### config.mk
export PLATFORM = sky130hd
export DESIGN_NAME = tt_sel_seq
export DESIGN_NICKNAME = d
export VERILOG_FILES = /design/src/rtl/tt_sel_seq.sv
export SDC_FILE = /design/constraint.sdc
export NUM_CORES = 1
export LEC_CHECK = 0
export ABC_AREA = 1
export CAP_MARGIN = 20
export CORE_ASPECT_RATIO = 1.25
export CORE_MARGIN = 2
export CORE_UTILIZATION = 30
export CTS_BUF_LIST = sky130_fd_sc_hd__clkbuf_8
export DETAILED_ROUTE_END_ITERATION = 8
export MAX_ROUTING_LAYER = met4
export SLEW_MARGIN = 5
export SYNTH_ARGS = -nofsm -noshare
export SYNTH_HDL_FRONTEND = slang
export SYNTH_SLANG_ARGS = --single-unit
### constraint.sdc
create_clock -name clk -period 4.3 [get_ports clk]
set_input_delay 0.86 -clock clk [delete_from_list [all_inputs] [get_ports clk]]
set_output_delay 0.86 -clock clk [all_outputs]
set_load 0.01 [all_outputs]
### src/rtl/tt_sel_seq.sv
// tt_sel_seq: design-select sequencer for the mux controller pins.
// Accepts an address request and drives the reset / increment-pulse /
// enable waveform on ctrl_sel_rst_n, ctrl_sel_inc and ctrl_ena. It tracks
// the selected address, so a forward move is done by pulsing only.
// Ports:
//   clk, rst                     clock, async active-high reset
//   req_valid/req_ready          request handshake (accept on valid&ready)
//   req_addr, req_ena            target address, final ctrl_ena value
//   done, err                    one-cycle completion / rejection pulses
//   busy                         high from accept until done/err
//   cur_addr, cur_valid          currently selected address
//   ctrl_sel_rst_n, ctrl_sel_inc, ctrl_ena   chip control pins
module tt_sel_seq #(
  parameter int unsigned ADDR_W   = 10,
  parameter int unsigned PULSE_W  = 2,
  parameter int unsigned RST_W    = 4,
  parameter int unsigned GAP_W    = 2,
  parameter int unsigned MAX_ADDR = 1023
) (
  input  logic              clk,
  input  logic              rst,
  input  logic              req_valid,
  output logic              req_ready,
  input  logic [ADDR_W-1:0] req_addr,
  input  logic              req_ena,
  output logic              done,
  output logic              err,
  output logic              busy,
  output logic [ADDR_W-1:0] cur_addr,
  output logic              cur_valid,
  output logic              ctrl_sel_rst_n,
  output logic              ctrl_sel_inc,
  output logic              ctrl_ena
);

  localparam int unsigned TMR_MAX =
    (PULSE_W > RST_W) ? ((PULSE_W > GAP_W) ? PULSE_W : GAP_W)
                      : ((RST_W > GAP_W) ? RST_W : GAP_W);
  localparam int unsigned TMR_W = (TMR_MAX > 1) ? $clog2(TMR_MAX) : 1;
  localparam logic [ADDR_W:0] MAX_EXT = (ADDR_W+1)'(MAX_ADDR);

  typedef enum logic [2:0] {
    S_IDLE, S_ERR, S_DIS, S_RST, S_REL, S_INC_H, S_INC_L, S_FIN
  } state_e;

  state_e            state_q, state_d;
  logic [TMR_W-1:0]  timer_q, timer_d;
  logic [ADDR_W-1:0] cnt_q, cnt_d;
  logic [ADDR_W-1:0] addr_q, addr_d;
  logic              rena_q, rena_d;
  logic              ready_q, ready_d;
  logic              busy_q, busy_d;
  logic              done_q, done_d;
  logic              err_q, err_d;
  logic [ADDR_W-1:0] cur_addr_q, cur_addr_d;
  logic              cur_valid_q, cur_valid_d;
  logic              rstn_q, rstn_d;
  logic              inc_q, inc_d;
  logic              ena_q, ena_d;

  // Request decode and forward-move distance (only used when addr >= cur).
  logic              addr_bad;
  logic              fwd;
  logic [ADDR_W-1:0] diff;
  logic              tmr_zero;

  assign addr_bad = {1'b0, req_addr} > MAX_EXT;
  assign fwd      = cur_valid_q && (addr_q >= cur_addr_q);
  assign diff     = addr_q - cur_addr_q;
  assign tmr_zero = (timer_q == '0);

  // State and output registers.
  always_ff @(posedge clk or posedge rst) begin
    if (rst) begin
      state_q     <= S_IDLE;
      timer_q     <= '0;
      cnt_q       <= '0;
      addr_q      <= '0;
      rena_q      <= 1'b0;
      ready_q     <= 1'b0;
      busy_q      <= 1'b0;
      done_q      <= 1'b0;
      err_q       <= 1'b0;
      cur_addr_q  <= '0;
      cur_valid_q <= 1'b0;
      rstn_q      <= 1'b0;
      inc_q       <= 1'b0;
      ena_q       <= 1'b0;
    end else begin
      state_q     <= state_d;
      timer_q     <= timer_d;
      cnt_q       <= cnt_d;
      addr_q      <= addr_d;
      rena_q      <= rena_d;
      ready_q     <= ready_d;
      busy_q      <= busy_d;
      done_q      <= done_d;
      err_q       <= err_d;
      cur_addr_q  <= cur_addr_d;
      cur_valid_q <= cur_valid_d;
      rstn_q      <= rstn_d;
      inc_q       <= inc_d;
      ena_q       <= ena_d;
    end
  end

  // Next-state and next-output logic; pin registers follow the next state.
  always_comb begin
    state_d     = state_q;
    timer_d     = timer_q;
    cnt_d       = cnt_q;
    addr_d      = addr_q;
    rena_d      = rena_q;
    ready_d     = ready_q;
    busy_d      = busy_q;
    done_d      = 1'b0;
    err_d       = 1'b0;
    cur_addr_d  = cur_addr_q;
    cur_valid_d = cur_valid_q;
    rstn_d      = rstn_q;
    inc_d       = 1'b0;
    ena_d       = ena_q;

    case (state_q)
      S_IDLE: begin
        ready_d = 1'b1;
        if (req_valid && ready_q) begin
          addr_d  = req_addr;
          rena_d  = req_ena;
          ready_d = 1'b0;
          busy_d  = 1'b1;
          if (addr_bad) begin
            state_d = S_ERR;
          end else begin
            // Release the select reset left asserted by a chip reset so
            // the full path shows one clean low pulse.
            state_d = S_DIS;
            timer_d = TMR_W'(GAP_W - 1);
            ena_d   = 1'b0;
            rstn_d  = 1'b1;
          end
        end
      end

      S_ERR: begin
        state_d = S_IDLE;
        err_d   = 1'b1;
        busy_d  = 1'b0;
        ready_d = 1'b1;
      end

      S_DIS: begin
        if (!tmr_zero) begin
          timer_d = timer_q - TMR_W'(1);
        end else if (fwd) begin
          cnt_d = diff;
          if (diff == '0) begin
            state_d = S_FIN;
          end else begin
            state_d = S_INC_H;
            timer_d = TMR_W'(PULSE_W - 1);
            inc_d   = 1'b1;
          end
        end else begin
          state_d = S_RST;
          timer_d = TMR_W'(RST_W - 1);
          cnt_d   = addr_q;
          rstn_d  = 1'b0;
        end
      end

      S_RST: begin
        if (!tmr_zero) begin
          timer_d = timer_q - TMR_W'(1);
        end else begin
          state_d = S_REL;
          timer_d = TMR_W'(PULSE_W - 1);
          rstn_d  = 1'b1;
        end
      end

      S_REL: begin
        if (!tmr_zero) begin
          timer_d = timer_q - TMR_W'(1);
        end else if (cnt_q == '0) begin
          state_d = S_FIN;
        end else begin
          state_d = S_INC_H;
          timer_d = TMR_W'(PULSE_W - 1);
          inc_d   = 1'b1;
        end
      end

      S_INC_H: begin
        if (!tmr_zero) begin
          timer_d = timer_q - TMR_W'(1);
          inc_d   = 1'b1;
        end else begin
          state_d = S_INC_L;
          timer_d = TMR_W'(PULSE_W - 1);
        end
      end

      S_INC_L: begin
        if (!tmr_zero) begin
          timer_d = timer_q - TMR_W'(1);
        end else begin
          cnt_d = cnt_q - ADDR_W'(1);
          if (cnt_q == ADDR_W'(1)) begin
            state_d = S_FIN;
          end else begin
            state_d = S_INC_H;
            timer_d = TMR_W'(PULSE_W - 1);
            inc_d   = 1'b1;
          end
        end
      end

      S_FIN: begin
        state_d     = S_IDLE;
        done_d      = 1'b1;
        busy_d      = 1'b0;
        ready_d     = 1'b1;
        ena_d       = rena_q;
        cur_addr_d  = addr_q;
        cur_valid_d = 1'b1;
      end

      default: begin
        state_d = S_IDLE;
      end
    endcase
  end

  assign req_ready      = ready_q;
  assign busy           = busy_q;
  assign done           = done_q;
  assign err            = err_q;
  assign cur_addr       = cur_addr_q;
  assign cur_valid      = cur_valid_q;
  assign ctrl_sel_rst_n = rstn_q;
  assign ctrl_sel_inc   = inc_q;
  assign ctrl_ena       = ena_q;

endmodule

# ---- Yosys cells after proc, flatten, opt, wreduce, memory -nomap -nowiden
# Cells that the tools add are included.
dict set report word_totals {
  register_bits 44
  input_bits 14
  word_cells 102
}
dict set report op_classes {
  addsub 3
  n_lt_le_gt_ge 1
  n_eq_ne 18
  mux 46
  reduce_logical 20
}
# operator n
set op_table {}
lappend op_table {{10-bit two-way mux} 3}
lappend op_table {{2-bit two-way mux} 12}
lappend op_table {{3-bit two-way mux} 7}
lappend op_table {{3-bit one-hot mux with 7 select lines} 1}
lappend op_table {{10-bit zero test} 2}
lappend op_table {{10-bit one-hot mux with 2 select lines} 1}
lappend op_table {{1-bit two-way mux} 16}
lappend op_table {{2-bit inequality test (second input constant)} 7}
lappend op_table {{3-bit equality test (second input constant)} 4}
lappend op_table {{10-bit by 1-bit equality test with 1-bit output (second input constant)} 1}
lappend op_table {{10-bit greater-or-equal comparator} 1}
lappend op_table {{2-bit one-hot mux with 5 select lines} 1}
lappend op_table {{5-bit AND reduction} 2}
lappend op_table {{10-bit by 1-bit subtractor with 10-bit output (second input constant)} 1}
lappend op_table {{10-bit subtractor} 1}
lappend op_table {{3-bit by 2-bit equality test with 1-bit output (second input constant)} 2}
lappend op_table {{3-bit inequality test (second input constant)} 2}
lappend op_table {{1-bit one-hot mux with 2 select lines} 3}
lappend op_table {{2-bit AND reduction} 3}
lappend op_table {{6-bit AND reduction} 1}
lappend op_table {{2-bit nonzero test} 3}
lappend op_table {{5-bit nonzero test} 1}
lappend op_table {{4-bit inequality test (second input constant)} 1}
lappend op_table {{1-bit one-hot mux with 4 select lines} 1}
lappend op_table {{9 further kinds} 11}

# ---- Depth between registers and ports, before layout
dict set report logic_depth {
  depth_word 6
  ltp_mapped 17
  ltp_nobuf 17
}

# ---- Least setup slack after synthesis
# OpenSTA, ideal clock, no wires.
dict set report synth_path {
  kind {reg2reg}
  startpoint {reg cur_addr_q[0], in the netlist cur_addr[0]}
  endpoint {reg timer_q[0]}
  setup_ps 117
  arrival_ps 1930
  path_slack_ps 2253
  path_stages_with_launch 17
  path_buffers 0
  synth_period_minus_slack_ps 2047
  cell_sequence {dfrtp_1 ha_1 fa_1 inv_1 nand2_1 nand2_1 nand3_1 nand2_1 nand2_1 nand2_1 nand2_1 nor2_1 nand3_1 nand2_1 nand2_1 nand3_1 nand2_1}
}
dict set report synth_via {
  elab_chain_cells 5
  word_cells_on_any_way 9
}
# item line
set synth_lines {}
lappend synth_lines {{from (decl)} 55} ;# logic [ADDR_W-1:0] cur_addr_q, cur_addr_d;
lappend synth_lines {{from (signal assigned)} 99} ;# cur_addr_q <= cur_addr_d;
lappend synth_lines {{parallel branches: the longest is 5 deep, another holds 10-bit subtractor} --}
lappend synth_lines {{to (signal assigned)} 91} ;# timer_q <= timer_d;
lappend synth_lines {{to (decl)} 47} ;# logic [TMR_W-1:0] timer_q, timer_d;
# Parallel ways; which one is timed is not known.
# A chain may end at the register's enable or synchronous reset.

# ---- Worst setup path after layout
dict set report layout_path {
  startpoint {reg addr_q[5]}
  endpoint {reg cnt_q[3]}
}
dict set report layout_via {
  elab_chain_cells 5
}
# item line
set layout_lines {}
lappend layout_lines {{from (decl)} 49} ;# logic [ADDR_W-1:0] addr_q, addr_d;
lappend layout_lines {{from (signal assigned)} 93} ;# addr_q <= addr_d;
lappend layout_lines {{10-bit greater-or-equal comparator} 68} ;# assign fwd = cur_valid_q && (addr_q >= cur_addr_q);
lappend layout_lines {{1-bit logical AND} 68}
lappend layout_lines {{10-bit two-way mux} 155} ;# end else if (fwd) begin
lappend layout_lines {{10-bit two-way mux} 153} ;# if (!tmr_zero) begin
lappend layout_lines {{10-bit one-hot mux with 2 select lines} 124} ;# case (state_q)
lappend layout_lines {{to (signal assigned)} 92} ;# cnt_q <= cnt_d;
lappend layout_lines {{to (decl)} 48} ;# logic [ADDR_W-1:0] cnt_q, cnt_d;
# No other way between the ends. The select of a mux whose other input is x is not followed.

==> metrics.txt <==
# TYPE chip_impl_metric gauge
chip_impl_info{name="status",value="finished clean"} 1
chip_impl_metric{name="maxSlewHeadroom",unit=""} 0.374
chip_impl_metric{name="layout-drive-gt1-share",unit=""} 0.0674
chip_impl_metric{name="core_region_area",unit="µm²"} 9220
chip_impl_metric{name="critical_path_required",unit="ns"} 4.49
chip_impl_metric{name="overall_track_demand_over_capacity_in_global_routing",unit=""} 0.156
chip_impl_metric{name="timing_hold_violations_final",unit=""} 0
chip_impl_metric{name="drtAntennaViolNets",unit=""} 0
chip_impl_metric{name="grt_first_pass_wirelength",unit="mm"} 12.6
chip_impl_metric{name="drcViolationCount",unit=""} 0
chip_impl_metric{name="finalCritPeriodShare",unit=""} 0.538
chip_impl_metric{name="chipWidth",unit="µm"} 91.5
chip_impl_info{name="cts_root_buf",value="clkbuf_8"} 1
chip_impl_metric{name="place.gp.congestion",unit=""} 0.913
chip_impl_metric{name="worst-endpoint-arrival",unit="ns"} 2.50
chip_impl_metric{name="max_freq",unit="GHz"} 0.432
chip_impl_metric{name="detail_route.wl_per_cell",unit="µm"} 12.8
chip_impl_metric{name="clock_insertion_delay_worst_skew",unit="ns"} 0.31
chip_impl_metric{name="fin_nets",unit=""} 471
chip_impl_metric{name="whs",unit="ns"} 0.490
chip_impl_metric{name="cts_repair_resize_count",unit=""} 0
chip_impl_metric{name="hold_buffers",unit=""} 0
chip_impl_metric{name="die_h",unit="µm"} 113
chip_impl_metric{name="final.setup.tns",unit="ns"} 0
chip_impl_metric{name="grt_start_max_net_pins",unit=""} 45
chip_impl_metric{name="drtPass1Iterations",unit=""} 4
chip_impl_metric{name="synth.ff_latch_count",unit=""} 44
chip_impl_metric{name="antenna-diode-count",unit=""} 0
chip_impl_info{name="critical_path_end_type",value="flop"} 1
chip_impl_metric{name="post_cts.repair.setup_buffers",unit=""} 0
chip_impl_metric{name="vias_per_cell",unit=""} 4.62
chip_impl_metric{name="maxCapViolations",unit=""} 0
chip_impl_metric{name="floorplan.die_area",unit="µm²"} 10400
chip_impl_info{name="r2r-start",value="addr_q[5]"} 1
chip_impl_info{name="timing.hold.worst.class",value="reg -> reg"} 1
chip_impl_metric{name="vias",unit=""} 2626
chip_impl_metric{name="min_period",unit="ns"} 2.31
chip_impl_metric{name="worstPathMaxFanout",unit=""} 17
chip_impl_metric{name="detail_route.iter0.violations",unit=""} 114
chip_impl_metric{name="cts_max_path_buffers",unit=""} 2
chip_impl_metric{name="clock-sinks",unit=""} 44
chip_impl_metric{name="wirelength",unit="mm"} 7.29
chip_impl_metric{name="rows",unit=""} 39
chip_impl_metric{name="start_util",unit=""} 0.311
chip_impl_metric{name="setup_viol_count_final",unit=""} 0
chip_impl_metric{name="antenna_found_initial",unit=""} 0
chip_impl_metric{name="finalMaxSlewViolations",unit=""} 0
chip_impl_metric{name="clkTransAtPathRegs",unit="ns"} 0.09
chip_impl_metric{name="place.detailed.hpwl",unit="mm"} 5.73
chip_impl_metric{name="vdd.ir_drop.worst",unit="V"} 0.000369
chip_impl_metric{name="tightestPinTransition",unit="ns"} 0.937
chip_impl_info{name="min-delay-start",value="busy"} 1
chip_impl_metric{name="synth_fp_nets",unit=""} 439
chip_impl_metric{name="synth.cell_area",unit="µm²"} 2870
chip_impl_metric{name="static-leakage-power",unit="nW"} 1.68
chip_impl_metric{name="synth_warnings",unit=""} 0
chip_impl_metric{name="htreeDepth",unit=""} 2
chip_impl_metric{name="post_synth.cell_area_avg",unit="µm²"} 6.96
chip_impl_metric{name="synth.yosys.seq_area_share",unit=""} 0.384
chip_impl_metric{name="via_count_of_the_first_global_routing_pass",unit=""} 2652
chip_impl_metric{name="globalRoute.totalOverflow",unit=""} 0
chip_impl_info{name="path_class",value="reg -> reg"} 1
chip_impl_metric{name="post_synth_num_cell_types",unit=""} 31
chip_impl_metric{name="cts_made_buffers",unit=""} 5
chip_impl_metric{name="number_of_buffer_cells_added_on_primary_ports",unit=""} 31
chip_impl_metric{name="pd_cells",unit="nW/µm²"} 911
chip_impl_metric{name="skew",unit="ns"} 0.0127
chip_impl_metric{name="io_pins",unit=""} 32
chip_impl_info{name="tritoncts",value="done"} 1
chip_impl_info{name="crit_path_start",value="addr_q[5]"} 1
chip_impl_info{name="grt_setup_unrepaired",value="false"} 1
chip_impl_metric{name="flow.area_growth_from_synthesis",unit="%"} 19.3
chip_impl_metric{name="synth_cells",unit=""} 412
chip_impl_info{name="worst_setup_start_kind",value="flop"} 1
==> Yosys cell counts <==
library cell / count / area, µm²
a22oi_1: 2 / 15.0
a31oi_1: 4 / 25.0
nand3b_1: 3 / 22.5
nor2_8: 1 / 20.0
nor4_2: 1 / 12.5
clkbuf_1: 3 / 11.3
nand3_1: 22 / 110
ha_1: 12 / 150
o21ai_0: 23 / 115
nor3_1: 2 / 10.0
nor2_2: 1 / 6.26
nand2_2: 4 / 25.0
a21oi_1: 19 / 95.1
nor2_1: 34 / 128
clkinv_1: 1 / 3.75
inv_1: 58 / 218
o211ai_1: 4 / 30.0
nand4_1: 6 / 37.5
nor4_1: 1 / 6.26
inv_2: 7 / 26.3
nand2_1: 130 / 488
a21oi_2: 3 / 26.3
or2_2: 1 / 6.26
o21ai_1: 16 / 80.1
fa_1: 1 / 20.0
xor2_1: 3 / 26.3
buf_2: 2 / 10.0
dfrtp_1: 44 / 1100
mux2_1: 1 / 11.3
buf_6: 2 / 22.5
or2_4: 1 / 8.76
==> cells in the final DEF, fill, tap and decap left out, types with 2 or more instances in the layout <==
| cell type | instances |
|---|---|
| nand2_2 | 4 |
| o21ai_1 | 16 |
| nand3_1 | 22 |
| a22oi_1 | 2 |
| nor2_1 | 34 |
| a21oi_2 | 3 |
| nand4_1 | 6 |
| a21oi_1 | 19 |
| nand3b_1 | 3 |
| o211ai_1 | 4 |
| clkbuf_8 | 6 |
| xor2_1 | 3 |
| clkdlybuf4s50_1 | 31 |
| dfrtp_1 | 44 |
| inv_1 | 57 |
| nand2_1 | 130 |
| inv_2 | 8 |
| o21ai_0 | 23 |
| ha_1 | 12 |
| a31oi_1 | 4 |
==> kinds of logic (layout without fill, tap and decap cells) <==
family / Yosys count / after routing / synth area share
flops: 44 / 44 / 0.384
fa+ha+maj: 13 / 13 / 0.0593
mux: 1 / 1 / 0.00393
compound gates: 71 / 71 / 0.135
buf+inv: 73 / 106 / 0.102
xor+xnor: 3 / 3 / 0.00916
simple gates: 207 / 207 / 0.307
==> sequential cells by signal, indices dropped and copies added, names as in the netlist <==
register and flops:
addr_q 10, busy 1, cnt_q 10, ctrl_ena 1, ctrl_sel_inc 1, ctrl_sel_rst_n 1
cur_addr 10, cur_valid 1, done 1, err 1, rena_q 1, req_ready 1
state_q 3, timer_q 2
==> routing by layer <==
metal | part of all wire | wire length (µm) | vias to the layer above | GRT usage
met5 | 0 | 0 | - | -
met1 | 0.46 | 3350 | 1194 | 0.185
met4 | 0.027 | 196 | 0 | 0.0646
met2 | 0.49 | 3560 | 43 | 0.262
li1 | - | - | 1378 | -
met3 | 0.025 | 183 | 11 | 0.0266
==> through the flow <==
step / instances / worst slack, ns / util / area (µm²) / power (mW)
floorplan: 412 / 2.25 / - / 2870 / 2.22
global placement: 560 / 1.97 / 0.358 / 3300 / 2.78
detailed placement: 560 / 2.00 / 0.358 / 3300 / 2.79
CTS: 568 / 1.98 / 0.371 / 3420 / 3.15
global route: 568 / 1.69 / 0.371 / 3420 / 3.47
finish: 568 / 1.99 / 0.371 / 3420 / 3.12
==> area by class of cell <==
class	count	area [µm²]
timing repair buffer	32	318
inverter	66	248
clock inverter	2	38.8
multi-input combinational	295	1480
fill	986	5800
clock buffer	6	82.6
tap	123	154
sequential	44	1100
==> worst max-delay path, cell delays in order (launching register included) <==
cell and delay, ns:
dfrtp_1 0.46, ha_1 0.41, nand2_1 0.12, nor2_1 0.16, nand3_1 0.08, nand4_1 0.15, nand2_2 0.22, inv_2 0.22
o21ai_0 0.11, o21ai_1 0.16, o21ai_1 0.09
==> path summary, 6_finish.rpt <==
kind,to,slack [ns],depth (start not counted)
worst max-delay path,cnt_q[3],1.99,10
worst min-delay path,busy,0.49,2
worst max register to register,cnt_q[3],1.99,10
worst min register to register,busy,0.49,2
max in group asynchronous,cnt_q[4],2.63,2
min in group asynchronous,rena_q,1.08,2
==> report_power, final <==
part           switching (mW)  internal, mW
logic                    1.29         0.727
registers               0.159         0.604
clock network           0.153         0.190
total                    1.60          1.52
Note: power is estimated with default switching activity, not from simulation.
